**src/rtl/rc4_pkg.sv**
```systemverilog
// Shared types and helpers for the ARC4 cracker datapath.
// Holds the printable-range constants and the validator state encoding.
package rc4_pkg;

    localparam logic [7:0] PRINT_LO = 8'h20;
    localparam logic [7:0] PRINT_HI = 8'h7E;

    typedef enum logic [2:0] {
        PV_IDLE,
        PV_RD_LEN,
        PV_WAIT_LEN,
        PV_SCAN,
        PV_DONE
    } pv_state_t;

    function automatic logic is_printable(
        input logic [7:0] b,
        input logic [7:0] lo = PRINT_LO,
        input logic [7:0] hi = PRINT_HI
    );
        return (b >= lo) && (b <= hi);
    endfunction

endpackage

```
**src/rtl/pt_validate_if.sv**
```systemverilog
// Control and pt-memory bundle between the cracker and pt_validate.
// master = cracker/memory side, slave = validator.
interface pt_validate_if #(
    parameter int ADDR_W = 8
) ();

    logic              en;
    logic              rdy;
    logic              valid;
    logic [ADDR_W-1:0] bad_idx;
    logic [ADDR_W-1:0] pt_addr;
    logic [7:0]        pt_rddata;

    modport master (
        output en,
        output pt_rddata,
        input  rdy,
        input  valid,
        input  bad_idx,
        input  pt_addr
    );

    modport slave (
        input  en,
        input  pt_rddata,
        output rdy,
        output valid,
        output bad_idx,
        output pt_addr
    );

endinterface

```
**src/rtl/pt_validate.sv**
```systemverilog
// Scans length-prefixed plaintext and reports whether all characters are
// printable, plus the index of the first offending byte.
module pt_validate
    import rc4_pkg::*;
#(
    parameter logic [7:0] LO_CHAR = PRINT_LO,
    parameter logic [7:0] HI_CHAR = PRINT_HI,
    parameter int         ADDR_W  = 8
) (
    input logic          clk,
    input logic          rst_n,
    pt_validate_if.slave bus
);

    localparam logic [ADDR_W-1:0] ONE = ADDR_W'(1);

    pv_state_t         state;
    pv_state_t         state_n;
    logic [ADDR_W-1:0] addr_q;
    logic [ADDR_W-1:0] addr_n;
    logic [ADDR_W-1:0] idx_q;
    logic [ADDR_W-1:0] idx_n;
    logic [ADDR_W-1:0] len_q;
    logic [ADDR_W-1:0] len_n;
    logic [ADDR_W-1:0] bad_q;
    logic [ADDR_W-1:0] bad_n;
    logic              valid_q;
    logic              valid_n;
    logic              ok;

    always_ff @(posedge clk) begin
        if (!rst_n) begin
            state   <= PV_IDLE;
            addr_q  <= '0;
            idx_q   <= '0;
            len_q   <= '0;
            bad_q   <= '0;
            valid_q <= 1'b0;
        end else begin
            state   <= state_n;
            addr_q  <= addr_n;
            idx_q   <= idx_n;
            len_q   <= len_n;
            bad_q   <= bad_n;
            valid_q <= valid_n;
        end
    end

    // addr_q is the address the memory samples at the end of this cycle,
    // so data for idx_q is on pt_rddata while addr_q = idx_q + 1.
    always_comb begin
        state_n = state;
        addr_n  = addr_q;
        idx_n   = idx_q;
        len_n   = len_q;
        bad_n   = bad_q;
        valid_n = valid_q;
        ok      = is_printable(bus.pt_rddata, LO_CHAR, HI_CHAR);
        unique case (state)
            PV_IDLE: begin
                if (bus.en) begin
                    state_n = PV_RD_LEN;
                    addr_n  = '0;
                    bad_n   = '0;
                    valid_n = 1'b0;
                end
            end
            PV_RD_LEN: begin
                addr_n  = ONE;
                state_n = PV_WAIT_LEN;
            end
            PV_WAIT_LEN: begin
                len_n = ADDR_W'(bus.pt_rddata);
                idx_n = ONE;
                if (bus.pt_rddata == 8'h00) begin
                    valid_n = 1'b1;
                    state_n = PV_DONE;
                end else begin
                    addr_n  = addr_q + ONE;
                    state_n = PV_SCAN;
                end
            end
            PV_SCAN: begin
                if (!ok) begin
                    bad_n   = idx_q;
                    valid_n = 1'b0;
                    state_n = PV_DONE;
                end else if (idx_q == len_q) begin
                    valid_n = 1'b1;
                    state_n = PV_DONE;
                end else begin
                    idx_n  = idx_q + ONE;
                    addr_n = addr_q + ONE;
                end
            end
            PV_DONE: begin
                state_n = PV_IDLE;
            end
            default: begin
                state_n = PV_IDLE;
            end
        endcase
    end

    assign bus.rdy     = (state == PV_IDLE);
    assign bus.valid   = valid_q;
    assign bus.bad_idx = bad_q;
    assign bus.pt_addr = addr_q;

endmodule

```
**src/flat_wrapper.sv**
```systemverilog
// flat-port wrapper written by rule: the top's interface ports become plain ports
module pt_validate_flat import rc4_pkg::*;
#(
    parameter logic [7:0] LO_CHAR = PRINT_LO,
    parameter logic [7:0] HI_CHAR = PRINT_HI,
    parameter int         ADDR_W  = 8
)
  (clk, rst_n, bus_en, bus_pt_rddata, bus_rdy, bus_valid, bus_bad_idx, bus_pt_addr);
  pt_validate_if #(.ADDR_W(ADDR_W)) bus_i ();
  input logic clk;
  input logic rst_n;
  input wire logic [$bits(bus_i.en)-1:0] bus_en;
  input wire logic [$bits(bus_i.pt_rddata)-1:0] bus_pt_rddata;
  output wire logic [$bits(bus_i.rdy)-1:0] bus_rdy;
  output wire logic [$bits(bus_i.valid)-1:0] bus_valid;
  output wire logic [$bits(bus_i.bad_idx)-1:0] bus_bad_idx;
  output wire logic [$bits(bus_i.pt_addr)-1:0] bus_pt_addr;
  assign bus_i.en = bus_en;
  assign bus_i.pt_rddata = bus_pt_rddata;
  assign bus_rdy = bus_i.rdy;
  assign bus_valid = bus_i.valid;
  assign bus_bad_idx = bus_i.bad_idx;
  assign bus_pt_addr = bus_i.pt_addr;
  pt_validate #(.LO_CHAR(LO_CHAR), .HI_CHAR(HI_CHAR), .ADDR_W(ADDR_W)) u_core (.clk(clk), .rst_n(rst_n), .bus(bus_i));
endmodule
```
**config.mk**
```make
export PLATFORM = sky130hd
export DESIGN_NAME = pt_validate_flat
export DESIGN_NICKNAME = d
export VERILOG_FILES = /design/src/rtl/rc4_pkg.sv /design/src/rtl/pt_validate_if.sv /design/src/rtl/pt_validate.sv /design/src/flat_wrapper.sv
export SDC_FILE = /design/constraint.sdc
export NUM_CORES = 1
export LEC_CHECK = 0
export ABC_AREA = 1
export CAP_MARGIN = 20
export CORE_ASPECT_RATIO = 2
export CORE_MARGIN = 2
export CORE_UTILIZATION = 50
export CTS_CLUSTER_DIAMETER = 100
export DETAILED_ROUTE_END_ITERATION = 12
export PLACE_DENSITY = 0.86
export SLEW_MARGIN = 0
export SYNTH_ARGS = -nofsm -noshare
export SYNTH_HDL_FRONTEND = slang
export SYNTH_SLANG_ARGS = --single-unit
```
**constraint.sdc**
```tcl
create_clock -name clk -period 4.32 [get_ports clk]
set_clock_uncertainty 0.1 [all_clocks]
set_input_delay 0.432 -clock clk [delete_from_list [all_inputs] [get_ports clk]]
set_output_delay 0.432 -clock clk [all_outputs]
set_load 0.005 [all_outputs]
```
==> impl_results.md <==
- Synth unique cells: 27
- Fmax: 478.6 MHz
- Pleak: 0.9579 nW
- Max-cap viol count: 0
- Synth Register Bits: 36
- CP dominant cell by count: nand2_1
- DIE AREA: about 4400 µm²
- DRT iter0 DRCs: 49
- Clock latency on the worst-skew pair: between 0.2 and 0.3 ns
- Biggest cell delay along the critical path: 0.49 ns
- Sequential cell area: ~720 µm²
- Final ANT Viol Nets: 0
- Core area: 3804 µm²
- Buf+Inv Stages, Crit Path: 2
- FP Rows: 32
- Initial antenna violation count: 0
- # setup viols final: 0
- First-pass GRT wire length: 7113 µm
- DP Area: 2241 µm²
- Fillcell total: 343
- Synth Cell Area: 1946 µm²
- CP cell instances: clkdlybuf4s50_1 -> inv_1 -> a21oi_1 -> nand2_1 -> nand2_2 -> nand2_1 -> nor2_2 -> nand2_2 -> nand2_1 -> a21oi_1
- Final hold vios: 0
- Tmin final: 2.090 ns
- RSZ-0062 raised after global routing: false
- Worst setup path startpoint: bus_pt_rddata[6]
- Worst hold margin: 0.3558 ns
- Reg clk slew, reported paths: 0.07 ns
- Rel. slew slack: 0.5850
- Syn_nets: 306
- Comb power frac: 0.288
- Power Dens Cells: about 480 nW/µm²
- Vias per cell: 5.132
- WHS Endpoint: u_core.bus.valid
- Root buffer cell: clkbuf_8
- CP Data Required Time: 4.37 ns
- CTS tree: built
- Largest net degree at the start of global routing: 21
- DR pass1 iterations: 4
- IO Port Bufs: 28
- Initial core utilization: 0.5115
- Register area share after synthesis: 0.3704
- Post-DR wirelength/cell: 11.26 µm
- Share of layout cells above drive strength 1: 0.07477
- Clk buf depth: 2
- Routability cong.: slightly above 0.8
- Worst hold path class: reg -> reg
- Hold-critical path depth: 2
- Num Clock Sinks: 36
- Final core area utilization: 0.6309
- Total inserted antenna cells: 0
- Worst-margin pin slew: 0.6219 ns
- Critical path depth: 10
- Nets: 333
- R2r setup slk: 2.41 ns
- Data arrival, critical path: 2.14 ns
- R2r endpoint: u_core.bus.pt_addr[1]
- Max-slew violation count: 0
- Final WL: 4187 µm
- Max stage delay cell, worst path: clkdlybuf4s50_1
- CP startpoint kind: primary input
- Clock power share: 0.359
- Area delta synth->final: 23.34%
- # H-tree levels: 2
- Switching Fraction: 0.3127
- Period utilization: 0.4837
- Fin area: 2400 µm²
- Resize count post-CTS: 0
- Die width: 48.11 µm
- Net Sw Power: 0.3576 mW
- Reg2Reg Depth: 9
- Delay-heaviest family, CP: simple AND/OR/NAND/NOR gates
- Crit Path Class: in -> reg
- CTS buffer count: 5
- Area occupied by multi-input gates: 1071 µm²
- Worst reg2reg startpoint: u_core.state[2]
- Synthesized instance count: 293
- Vias in the first global route: 1,775
- Post-CTS Setup Bufs: 0
- I/O pins: 29
- Die Y: 92.22 µm
- Detailed-route via count: 1,909
- Number of synthesis warnings: 0
- Remaining DRCs: 0
- Most frequent cells in the layout: nand2_1, nor2_1, dfxtp_1, clkdlybuf4s50_1, a21oi_1
- HPWL reported at the end of detailed placement: 3137 µm
- Total Routing Usage GR: 0.2150
- Sequential power share: 0.354
- Int Pwr: 0.7859 mW
- Crit path max fanout: 11
- Endpoint class of the critical path: register
- Fin Setup TNS: 0 ns
- Global route overflow: 0
- Status: finished, final reports clean
- Hold path startpoint: u_core.bus.valid
- Commonest non-fill, non-tap cell in the layout: nand2_1
- Synthesized area per cell: 6.640 µm²
- Hold_buf cts: 0
- Worst vdd ir: 0.0004267 V
[cells in the mapped netlist (all sizes together)]
cell type	count	area, µm²
nor3	4	20.02
a21oi	29	160.2
ha	2	25.02
xnor2	8	70.07
nand3b	1	7.510
dfxtp	36	720.7
buf	6	45.04
nor3b	2	15.01
nand3	26	142.6
o21bai	1	7.510
a21o	1	7.510
nand4	2	12.51
nor2	58	230.2
clkbuf	3	11.26
xor2	3	26.28
inv	26	97.60
o21ai	10	50.05
and2	1	6.260
nand2	74	290.3
[routing by layer]
layer,track usage,up-vias,wire length (µm),share of wire
li1,-,979,-,-
met1,0.2042,863,1506,0.36
met2,0.3811,52,2379,0.57
met3,0.04134,15,128,0.031
met4,0.1284,0,172,0.041
met5,0,-,0,0
[power by group through the flow]
| stage | Sequential (mW) | Clock [mW] | Combinational, mW |
|---|---|---|---|
| after CTS | 0.404 | 0.413 | 0.331 |
| after detailed placement | 0.411 | 0 | 0.326 |
| after global placement | 0.410 | 0 | 0.321 |
| after global routing | 0.410 | 0.429 | 0.368 |
| after floorplan | 0.407 | 0 | 0.235 |
| final | 0.404 | 0.410 | 0.329 |
[worst reg2reg max path, stage by stage, from the launching register on]
cell and delay, ns:
dfxtp_1 0.41, nor2_2 0.07, nand2_2 0.17, inv_2 0.17, nand2_2 0.13, nand2_1 0.07
nor2_2 0.34, nand2_2 0.17, nand2_1 0.10, a21oi_1 0.06
[cell type report]
class / count / share of cell area
sequential: 36 / 0.3003
timing repair buffer: 29 / 0.1199
clock buffer: 5 / 0.02868
tap: 51 / 0.02659
clock inverter: 3 / 0.03754
inverter: 26 / 0.04067
multi-input combinational: 222 / 0.4463
[stage by stage]
stage | setup WS (ns) | power [mW] | cells
3_3_place_gp | 2.004 | 0.7313 | 364
4_1_cts | 2.244 | 1.148 | 372
5_1_grt | 2.064 | 1.206 | 372
3_5_place_dp | 1.947 | 0.7370 | 364
6_report | 2.230 | 1.143 | 372
2_1_floorplan | 2.830 | 0.6421 | 293
[state kept, by name (all words and copies together), names as in the netlist]
name and count:
u_core.bus.bad_idx 8, u_core.idx_q 8, u_core.len_q 8, u_core.bus.pt_addr 8, u_core.bus.valid 1, u_core.state 3
[cell families after synthesis]
group | Yosys count | share of synthesized area
simple gates | 168 | 0.3723
compound gates | 41 | 0.1158
flops | 36 | 0.3704
buf+inv | 35 | 0.07910
xor+xnor | 11 | 0.04952
fa+ha+maj | 2 | 0.01286
[worst max-delay path by stage]
stage,endpoint
3_3_place_gp,u_core.bus.pt_addr[7]
3_5_place_dp,u_core.bus.pt_addr[1]
4_1_cts,u_core.bus.pt_addr[1]
5_1_grt,u_core.bus.pt_addr[2]
6_report,u_core.bus.pt_addr[1]
2_1_floorplan,u_core.bus.pt_addr[0]
Note: power is estimated with default switching activity, not from simulation.
